File: src/rtl/adc_calib_pkg.sv
// Shared types and helpers for the multi-channel ADC calibrator:
// FSM/point enums, default widths and clamp limit, coefficient record and output clamp.
package adc_calib_pkg;

  localparam int CAL_W      = 16;
  localparam int CAL_FRAC   = 8;
  localparam int CAL_MAX_MV = 9999;

  typedef enum logic [1:0] {IDLE, ACCUM, COMPUTE, DONE} cal_state_t;

  typedef enum logic {LO, HI} cal_point_t;

  // Gain is unsigned fixed point with CAL_FRAC fractional bits (max just under 4.0).
  typedef struct packed {
    logic [CAL_W-1:0]    ref_lo;
    logic [CAL_W-1:0]    meas_lo;
    logic [CAL_FRAC+1:0] gain;
  } cal_coeff_t;

  function automatic logic [31:0] clamp_mv(input logic signed [63:0] v,
                                           input logic [31:0]        max_mv);
    if (v < 64'sd0)
      return 32'd0;
    else if (v > $signed({32'd0, max_mv}))
      return max_mv;
    else
      return v[31:0];
  endfunction

endpackage

File: src/rtl/adc_calib_div.sv
// Sequential restoring unsigned divider, one quotient bit per cycle; done pulses
// NW+1 cycles after start. Saturation of the quotient is left to the caller.
module adc_calib_div
  import adc_calib_pkg::*;
#(
  parameter int NW = CAL_W + CAL_FRAC,
  parameter int DW = CAL_W
) (
  input  logic          clk,
  input  logic          reset,
  input  logic          start,
  input  logic [NW-1:0] num,
  input  logic [DW-1:0] den,
  output logic          busy,
  output logic          done,
  output logic [NW-1:0] quo
);

  localparam int CNTW = $clog2(NW + 1);

  logic [DW-1:0]   rem;
  logic [DW-1:0]   den_q;
  logic [CNTW-1:0] cnt;
  logic [DW:0]     shifted;

  // The quotient register doubles as the numerator shift register.
  assign shifted = {rem, quo[NW-1]};

  always_ff @(posedge clk) begin
    if (reset) begin
      busy  <= 1'b0;
      done  <= 1'b0;
      rem   <= '0;
      den_q <= '0;
      quo   <= '0;
      cnt   <= '0;
    end else begin
      done <= 1'b0;
      if (start && !busy) begin
        busy  <= 1'b1;
        rem   <= '0;
        quo   <= num;
        den_q <= den;
        cnt   <= CNTW'(NW);
      end else if (busy) begin
        if (shifted >= {1'b0, den_q}) begin
          rem <= DW'(shifted - {1'b0, den_q});
          quo <= {quo[NW-2:0], 1'b1};
        end else begin
          rem <= shifted[DW-1:0];
          quo <= {quo[NW-2:0], 1'b0};
        end
        cnt <= cnt - CNTW'(1);
        if (cnt == CNTW'(1)) begin
          busy <= 1'b0;
          done <= 1'b1;
        end
      end
    end
  end

endmodule

File: src/rtl/adc_multi_calib.sv
// N-channel ADC calibrator: averages calibration points against the reference and corrects
// every sample. Define ADC_CAL_TWO_POINT_EN to add hi-point capture, the divider and gain.
module adc_multi_calib
  import adc_calib_pkg::*;
#(
  parameter int N_CH     = 2,
  parameter int W        = CAL_W,
  parameter int AVG_LOG2 = 4,
  parameter int FRAC     = CAL_FRAC,
  parameter int MAX_MV   = CAL_MAX_MV
) (
  input  logic              clk,
  input  logic              reset,
  input  logic              cal_lo_btn,
  input  logic              cal_hi_btn,
  input  logic              sample_valid,
  input  logic [W-1:0]      ref_mV,
  input  logic [N_CH*W-1:0] meas_mV,
  output logic [N_CH*W-1:0] corr_mV,
  output logic              corr_valid,
  output logic              cal_busy,
  output logic              cal_done,
  output logic              cal_err
);

  localparam int CW = W + FRAC + 3;
  localparam int SW = W + AVG_LOG2;
  localparam int GW = FRAC + 2;
  localparam logic [GW-1:0] GAIN_ONE = GW'(1 << FRAC);

  cal_state_t          state, state_next;
  cal_point_t          point;
  cal_coeff_t          coeff [N_CH];
  cal_coeff_t          stage [N_CH];
  logic [SW-1:0]       sum_ref;
  logic [SW-1:0]       sum_meas [N_CH];
  logic [AVG_LOG2-1:0] cnt;
  logic [W-1:0]        avg_ref;
  logic [W-1:0]        avg_meas [N_CH];
  logic [2:0]          lo_sr;
  logic                lo_edge, hi_edge, start_cal;

  // Two synchroniser flops plus one history flop for rising-edge detection.
  always_ff @(posedge clk) begin
    if (reset) lo_sr <= '0;
    else       lo_sr <= {lo_sr[1:0], cal_lo_btn};
  end
  assign lo_edge = lo_sr[1] & ~lo_sr[2];

`ifdef ADC_CAL_TWO_POINT_EN
  logic [2:0] hi_sr;
  always_ff @(posedge clk) begin
    if (reset) hi_sr <= '0;
    else       hi_sr <= {hi_sr[1:0], cal_hi_btn};
  end
  assign hi_edge = hi_sr[1] & ~hi_sr[2];
`else
  logic unused_hi_btn;
  assign unused_hi_btn = cal_hi_btn;
  assign hi_edge       = 1'b0;
`endif

  assign start_cal = (state == IDLE) && (lo_edge || hi_edge);

  always_comb begin
    avg_ref = sum_ref[SW-1:AVG_LOG2];
    for (int i = 0; i < N_CH; i++) avg_meas[i] = sum_meas[i][SW-1:AVG_LOG2];
  end

`ifdef ADC_CAL_TWO_POINT_EN
  localparam int NW  = W + FRAC;
  localparam int CYW = $clog2(W + FRAC + 2);
  localparam int CHW = (N_CH > 1) ? $clog2(N_CH) : 1;
  localparam logic [CYW-1:0] CYC_LAST = CYW'(W + FRAC + 1);

  logic [CHW-1:0] ch;
  logic [CYW-1:0] cyc;
  logic           err_flag;
  logic [W:0]     span_m, span_r;
  logic           span_ok, last_step, div_start, div_busy, div_done;
  logic [NW-1:0]  div_quo;

  // Spans are one bit wider than W so a negative span shows up in the MSB.
  always_comb begin
    span_m  = {1'b0, avg_meas[ch]} - {1'b0, stage[ch].meas_lo};
    span_r  = {1'b0, avg_ref} - {1'b0, stage[ch].ref_lo};
    span_ok = !span_m[W] && (span_m != '0) && !span_r[W] && (span_r != '0);
  end

  assign last_step = (ch == CHW'(N_CH - 1)) && (cyc == CYC_LAST);
  assign div_start = (state == COMPUTE) && (point == HI) && (cyc == '0) && span_ok && !div_busy;

  adc_calib_div #(.NW(NW), .DW(W)) u_div (
    .clk   (clk),
    .reset (reset),
    .start (div_start),
    .num   ({span_r[W-1:0], {FRAC{1'b0}}}),
    .den   (span_m[W-1:0]),
    .busy  (div_busy),
    .done  (div_done),
    .quo   (div_quo)
  );

  function automatic logic [GW-1:0] sat_gain(input logic [NW-1:0] q);
    if (|q[NW-1:GW]) return '1;
    return q[GW-1:0];
  endfunction
`endif

  always_ff @(posedge clk) begin
    if (reset) state <= IDLE;
    else       state <= state_next;
  end

  always_comb begin
    state_next = state;
    cal_busy   = 1'b0;
    cal_done   = 1'b0;
    cal_err    = 1'b0;
    case (state)
      IDLE: if (start_cal) state_next = ACCUM;
      ACCUM: begin
        cal_busy = 1'b1;
        if (sample_valid && (cnt == '1)) state_next = COMPUTE;
      end
      COMPUTE: begin
        cal_busy = 1'b1;
`ifdef ADC_CAL_TWO_POINT_EN
        if ((point == LO) || last_step) state_next = DONE;
`else
        state_next = DONE;
`endif
      end
      DONE: begin
        cal_done = 1'b1;
`ifdef ADC_CAL_TWO_POINT_EN
        cal_err  = err_flag;
`endif
        state_next = IDLE;
      end
      default: state_next = IDLE;
    endcase
  end

  // New coefficients build up in stage[] and are committed together in DONE.
  always_ff @(posedge clk) begin
    if (reset) begin
      point   <= LO;
      cnt     <= '0;
      sum_ref <= '0;
      for (int i = 0; i < N_CH; i++) begin
        sum_meas[i] <= '0;
        coeff[i]    <= '{ref_lo: '0, meas_lo: '0, gain: GAIN_ONE};
        stage[i]    <= '{ref_lo: '0, meas_lo: '0, gain: GAIN_ONE};
      end
`ifdef ADC_CAL_TWO_POINT_EN
      ch       <= '0;
      cyc      <= '0;
      err_flag <= 1'b0;
`endif
    end else begin
      case (state)
        IDLE: if (start_cal) begin
          point   <= lo_edge ? LO : HI;
          cnt     <= '0;
          sum_ref <= '0;
          for (int i = 0; i < N_CH; i++) begin
            sum_meas[i] <= '0;
            stage[i]    <= coeff[i];
          end
`ifdef ADC_CAL_TWO_POINT_EN
          ch       <= '0;
          cyc      <= '0;
          err_flag <= 1'b0;
`endif
        end
        ACCUM: if (sample_valid) begin
          cnt     <= cnt + AVG_LOG2'(1);
          sum_ref <= sum_ref + SW'(ref_mV);
          for (int i = 0; i < N_CH; i++)
            sum_meas[i] <= sum_meas[i] + SW'(meas_mV[i*W +: W]);
        end
        COMPUTE: begin
          if (point == LO) begin
            for (int i = 0; i < N_CH; i++) begin
              stage[i].ref_lo  <= avg_ref;
              stage[i].meas_lo <= avg_meas[i];
            end
          end
`ifdef ADC_CAL_TWO_POINT_EN
          else begin
            if ((cyc == '0) && !span_ok) err_flag <= 1'b1;
            if (cyc == CYC_LAST) begin
              if (span_ok && div_done) stage[ch].gain <= sat_gain(div_quo);
              cyc <= '0;
              ch  <= ch + CHW'(1);
            end else begin
              cyc <= cyc + CYW'(1);
            end
          end
`endif
        end
        DONE: for (int i = 0; i < N_CH; i++) coeff[i] <= stage[i];
        default: ;
      endcase
    end
  end

  function automatic logic [W-1:0] correct(input logic [W-1:0] m, input cal_coeff_t k);
    logic signed [CW-1:0] d, g, p, c;
    d = $signed({{(CW-W){1'b0}}, m}) - $signed({{(CW-W){1'b0}}, k.meas_lo});
    g = $signed({{(CW-GW){1'b0}}, k.gain});
    p = (d * g) >>> FRAC;
    c = $signed({{(CW-W){1'b0}}, k.ref_lo}) + p;
    return W'(clamp_mv(64'(c), 32'(MAX_MV)));
  endfunction

  always_ff @(posedge clk) begin
    if (reset) begin
      corr_mV    <= '0;
      corr_valid <= 1'b0;
    end else begin
      corr_valid <= sample_valid;
      if (sample_valid)
        for (int i = 0; i < N_CH; i++)
          corr_mV[i*W +: W] <= correct(meas_mV[i*W +: W], coeff[i]);
    end
  end

endmodule
File: config.mk
export PLATFORM = sky130hd
export DESIGN_NAME = adc_multi_calib
export DESIGN_NICKNAME = d
export VERILOG_FILES = /design/src/rtl/adc_calib_pkg.sv /design/src/rtl/adc_calib_div.sv /design/src/rtl/adc_multi_calib.sv
export SDC_FILE = /design/constraint.sdc
export NUM_CORES = 1
export LEC_CHECK = 0
export CAP_MARGIN = 5
export CORE_ASPECT_RATIO = 0.75
export CORE_MARGIN = 2
export CORE_UTILIZATION = 40
export CTS_CLUSTER_DIAMETER = 60
export CTS_CLUSTER_SIZE = 20
export DETAILED_ROUTE_END_ITERATION = 7
export GPL_TIMING_DRIVEN = 0
export HOLD_SLACK_MARGIN = 0.12
export PLACE_DENSITY = 0.54
export SYNTH_ARGS = -nofsm -noshare
export SYNTH_HDL_FRONTEND = slang
export SYNTH_SLANG_ARGS = --single-unit
export TNS_END_PERCENT = 1
File: constraint.sdc
create_clock -name clk -period 17.7 [get_ports clk]
set_input_delay 3.54 -clock clk [delete_from_list [all_inputs] [get_ports clk]]
set_output_delay 3.54 -clock clk [all_outputs]
set_load 0.01 [all_outputs]
# ---- Word level (Yosys, flattened, before mapping)
# Memories as Yosys holds them, arrays and structs flattened.
# Cells that the tools add are included.
dict set report totals {
  memories 3
  reg_bits 63
  wordCells 97
  output_inout_bits 36
  input_bits 53
  mem_bits_rw 208
}
dict set report classes {
  n_lt_le_gt_ge 4
  n_addsub 8
  multipliers 2
  mux 44
  eq_ne 7
  bitwise_logic 14
  reduce_logical 8
}
# name words width read_ports rd_clocked_by_memory_dff wr line
set memory_table {}
lappend memory_table {coeff 2 42 2 0 2 adc_multi_calib.sv:33} ;# cal_coeff_t coeff [N_CH];
lappend memory_table {stage 2 42 2 0 2 adc_multi_calib.sv:34} ;# cal_coeff_t stage [N_CH];
lappend memory_table {sum_meas 2 20 2 0 2 adc_multi_calib.sv:36} ;# logic [SW-1:0] sum_meas [N_CH];
# op count
set ops {}
lappend ops {{42-bit 2-to-1 mux} 4}
lappend ops {{16-bit 2-to-1 mux} 8}
lappend ops {{20-bit 2-to-1 mux} 6}
lappend ops {{20-bit by 16-bit adder with 20-bit output} 3}
lappend ops {{17-bit by 11-bit multiplier with 27-bit output} 2}
lappend ops {{17-bit by 19-bit adder with 20-bit output} 2}
lappend ops {{20-bit by 15-bit greater-than comparator with 1-bit output, second input constant} 2}
lappend ops {{20-bit by 1-bit < comparator with 1-bit output, second input constant} 2}
lappend ops {{20-bit one-hot mux with 2 select lines} 1}
lappend ops {{16-bit by 16-bit subtractor with 17-bit output} 2}
lappend ops {{1-bit 2-to-1 mux} 19}
lappend ops {{1-bit bitwise OR} 12}
lappend ops {{4-bit 2-to-1 mux} 2}
lappend ops {{2-bit one-hot mux with 4 select lines} 1}
lappend ops {{4-bit one-hot mux with 2 select lines} 1}
lappend ops {{2-bit inequality test, second input constant} 3}
lappend ops {{4-bit by 1-bit adder with 4-bit output, second input constant} 1}
lappend ops {{2-bit equality test, second input constant} 2}
lappend ops {{4-bit equality test, second input constant} 1}
lappend ops {{2-bit 2-to-1 mux} 2}
lappend ops {{2-bit AND reduction} 2}
lappend ops {{3-bit AND reduction} 1}
lappend ops {{2-bit by 1-bit equality test with 1-bit output, second input constant} 1}
lappend ops {{1-bit logical AND} 2}
lappend ops {{5 further kinds} 5}

# ---- Longest topological paths before layout
dict set report logic_depth {
  ltp_word 9
  mapped_depth 41
  ltp_nobuf 40
}

# ---- Worst setup path after synthesis
# OpenSTA, ideal clock, no wires.
dict set report synth_timing {
  path_kind {in2reg}
  startpoint {input port meas_mV[16]}
  endpoint {register corr_mV[22]}
  t_arrival_ns 11.940
  required_time_ns 17.599
  setup_time_ns 0.101
  path_buffers 1
  path_slack_ns 5.659
  stages 41
  path_cell_list {inv_1 > ha_1 > fa_1 > nor2b_1 > o21ai_0 > a21boi_0 > o21ai_0 > a21boi_0 > o21ai_0 > a21o_1 > nor2b_1 > xnor2_1 > nand2_1 > fa_1 > fa_1 > inv_1 > fa_1 > fa_1 > (+5 left out) > nand2_1 > nor4_1 > a21oi_1 > a21oi_1 > inv_1 > a21oi_1 > xnor2_1 > ha_1 > inv_1 > a2111oi_0 > nor3_1 > o21ai_0 > a221o_1 > nand3b_1 > mux2i_1 > a32oi_1 > buf_2 > o41ai_1}
}
dict set report synth_via {
  elab_chain_cells 6
  elab_cells_between_ends 7
  classes_between {2 x add/sub; 1 x mul; 2 x order compare; 2 x mux}
}
# item line
set synth_lines {}
lappend synth_lines {{start: declaration} adc_multi_calib.sv:18} ;# input logic [N_CH*W-1:0] meas_mV,
lappend synth_lines {{16-bit by 16-bit subtractor with 17-bit output (*)} adc_multi_calib.sv:211} ;# d = $signed({{(CW-W){1'b0}}, m}) - $signed({{(CW-W){1'b0}}, k.meas_lo});
lappend synth_lines {{17-bit by 11-bit multiplier with 27-bit output (*)} adc_multi_calib.sv:213} ;# p = (d * g) >>> FRAC;
lappend synth_lines {{17-bit by 19-bit adder with 20-bit output (*)} adc_multi_calib.sv:214} ;# c = $signed({{(CW-W){1'b0}}, k.ref_lo}) + p;
lappend synth_lines {{20-bit by 15-bit greater-than comparator with 1-bit output} adc_calib_pkg.sv:24} ;# else if (v > $signed({32'd0, max_mv}))
lappend synth_lines {{16-bit 2-to-1 mux} adc_calib_pkg.sv:24}
lappend synth_lines {{16-bit 2-to-1 mux (*)} adc_calib_pkg.sv:22} ;# if (v < 64'sd0)
lappend synth_lines {{end signal: indexed assignment} adc_multi_calib.sv:226} ;# corr_mV[i*W +: W] <= correct(meas_mV[i*W +: W], coeff[i]);
lappend synth_lines {{end: declaration} adc_multi_calib.sv:19} ;# output logic [N_CH*W-1:0] corr_mV,
# Mark *: on every way between the ends. The rest lies on a longest branch, timed or not.
# A chain may end at the register's enable or synchronous reset.

# ---- Worst setup path in the final report
dict set report layout_timing {
  startpoint {input port meas_mV[16]}
  endpoint {register corr_mV[27]}
}
# The elaborated chain is that of the path after synthesis.

==> out/qor.txt <==
Outcome -> completed
First-pass GRT wire length -> 125 mm
TritonCTS Sinks -> 271
Row cnt -> 84
Critical Path Slowest Stage Cell -> xnor2_1
Initial antenna violation count -> 1
Die Wd -> 312 µm
Core area -> 70,200 µm²
Most common cell after layout, fill and taps aside -> inv_1
Port bufs -> 86
Share of the synthesized area in the top cell type -> 0.220
Clk root buf -> clkbuf_16
Final Cycle Share -> 0.801
Synth top area cells -> edfxtp_1 22%, fa_1 21%, ha_1 10%
Critical-path maximum fanout -> 10
Most frequent cells in the layout -> 422 x inv_1, 305 x fa_1, 253 x nand2_1
Clk pin slew, worst setup/hold paths -> 0.08 ns
Post-route ant nets -> 0
Setup_tns -> 0 ns
DR WL/cell -> 19.6 µm
Finished layout cell area -> 31,400 µm²
Share of cells above drive strength 1 -> 0.0306
Worst-margin pin slew -> 1.33 ns
Antenna diodes -> 0
Final setup skew -> 0.0182 ns
# setup viols final -> 0
CTS Hold Bufs -> 0
Synthesized flop and latch total -> 271
Synth-to-layout area growth -> 10.5%
# nets final -> 3,683
DR iter-0 viols -> 1,384
Syn avg cell area -> 9.57 µm²
GRT Overall Usage -> 0.214
Post-CTS sizing -> 0
Kind of critical path -> in2reg
Slew HR -> 0.105
Worst Setup Start Kind -> input pin
CTS tree -> built
Post-synth EDFFs -> 208
Largest net degree at the start of global routing -> 53
Die ar. -> 73,200 µm²
RSZ-0062 raised after global routing -> no
DR vias -> 21,592
DP Cell Count -> 4,005
Flop2flop setup slack -> 6.74 ns
Dpl hpwl -> 63.2 mm
Clock Latency Late Sink -> 0.56 ns
CP peak stage delay -> 0.97 ns
Syn Nets -> 3,565
Cell variety after synth -> 91
Worst endpoint required time -> 18.15 ns
Fmax -> 70.5 MHz
Yosys top cell by area -> edfxtp_1
CP endpoint kind -> flop
Final GP Congestion -> 0.876
Chip Height -> 235 µm
Final-report hold violation count -> 0
Cell Area, Synth -> 28,400 µm²
Post-CTS Setup Bufs -> 0
Post-DP Area -> 30,600 µm²
Slew Limit Fails -> 0
Post-synthesis cell count -> 2,969
CTS max path bufs -> 3
Vias in the first global route -> 21,496
Layout Cells excl Fill -> 4,052
Routed vias/inst -> 5.33
HP Class -> reg2reg
Yosys warnings -> 0
MaxCap Viol Count -> 0
Primary FF master, synth -> edfxtp_1
WL final -> 79.2 mm
CTS Buf Count -> 25
Ys async rst share -> 0
Drt pass-1 iters -> 7
Seq/Total Area, Yosys -> 0.264
Post-route DRC -> 0
I/O pin count -> 89
H-tree depth -> 1
Period minus WS final -> 14.18 ns
Crit path arrival time -> 14.63 ns
Initial Util -> 0.405
GRT overflow -> 0
-- layout make-up --
class | count | area, µm²
Fill cell | 6815 | 38800
Multi-Input combinational cell | 2159 | 18900
Sequential cell | 271 | 7510
Inverter | 424 | 1590
Tap cell | 946 | 1180
Timing Repair Buffer | 91 | 947
Clock buffer | 27 | 633
Buffer | 115 | 447
Clock inverter | 19 | 194
-- per-stage QoR --
step	setup WS [ns]	util	hold slack, ns
floorplan	5.66	-	0.414
global placement	3.42	0.434	0.419
detailed placement	3.07	0.435	0.420
CTS	3.63	0.447	0.421
global route	2.78	0.447	0.440
finish	3.52	0.447	0.419
-- path summary, 6_finish.rpt --
path / start / to / cells after the start
hold / removal: lo_sr[0]$_SDFF_PP0_ / lo_sr[1]$_SDFF_PP0_ / 1
setup reg to reg: coeff[0][52]$_SDFFCE_PN0P_ / corr_mV[27]$_SDFFE_PP0P_ / 40
hold reg to reg: lo_sr[0]$_SDFF_PP0_ / lo_sr[1]$_SDFF_PP0_ / 1
setup / recovery: meas_mV[16] / corr_mV[27]$_SDFFE_PP0P_ / 42
-- sequential cells by signal, summed over array words and instances (netlist names) --
register and flops:
coeff 84, stage 84, sum_meas 40, corr_mV 32
sum_ref 20, cnt 4, lo_sr 3, state 2
corr_valid 1, point 1
-- layer usage --
layer | track usage | part of all wire | up-vias
li1 | - | - | 10197
met1 | 0.339 | 0.52 | 10743
met4 | 0.0261 | 0.011 | 0
met5 | 0 | 0 | -
met3 | 0.0297 | 0.057 | 65
met2 | 0.316 | 0.41 | 587
-- Yosys cell counts, types with 6 or more instances --
library cell	count
nand4_1	8
a21boi_0	10
nor3b_1	23
buf_1	9
ha_1	238
xnor2_1	78
o2111ai_1	14
clkbuf_1	101
nor3_1	40
a22o_1	65
o31ai_1	10
a2111oi_0	8
xor2_1	49
edfxtp_1	208
and2_1	235
o21bai_1	9
inv_1	422
or2_2	9
nor4_1	6
o21a_1	18
and3_1	34
nor2b_1	58
a211o_1	8
a21o_1	34
mux2i_1	6
a22oi_1	17
and2b_1	7
fa_1	305
a21oi_1	93
nor2_1	146
a31oi_1	18
a32oi_1	10
nand2b_1	38
nand3_1	132
or3_1	8
dfxtp_1	63
nand2_1	255
a211oi_1	23
o21ai_0	61
-- logic make-up (layout without fill, tap and decap cells) --
| logic type | Yosys count | after routing | synth area share |
|---|---|---|---|
| AO/OA/AOI/OAI | 469 | 469 | 0.120 |
| XOR/XNOR | 128 | 128 | 0.0397 |
| adder cells (fa/ha/maj) | 543 | 543 | 0.320 |
| buffers and inverters | 539 | 676 | 0.0717 |
| flip-flops | 271 | 271 | 0.264 |
| multiplexers | 7 | 7 | 0.00251 |
| other | 1 | 1 | 0.000132 |
| AND/OR/NAND/NOR | 1011 | 1011 | 0.182 |
-- critical path: cells and delay by family --
kind	cells	cell delay, ns
fa+ha+maj	9	3.78
xor+xnor	2	1.09
mux	1	0.17
simple gates	7	1.14
compound gates	15	3.72
buf+inv	8	1.17
Power is not shown: default switching activity piles up to over one toggle a cycle in this logic, so the estimate is an artifact.
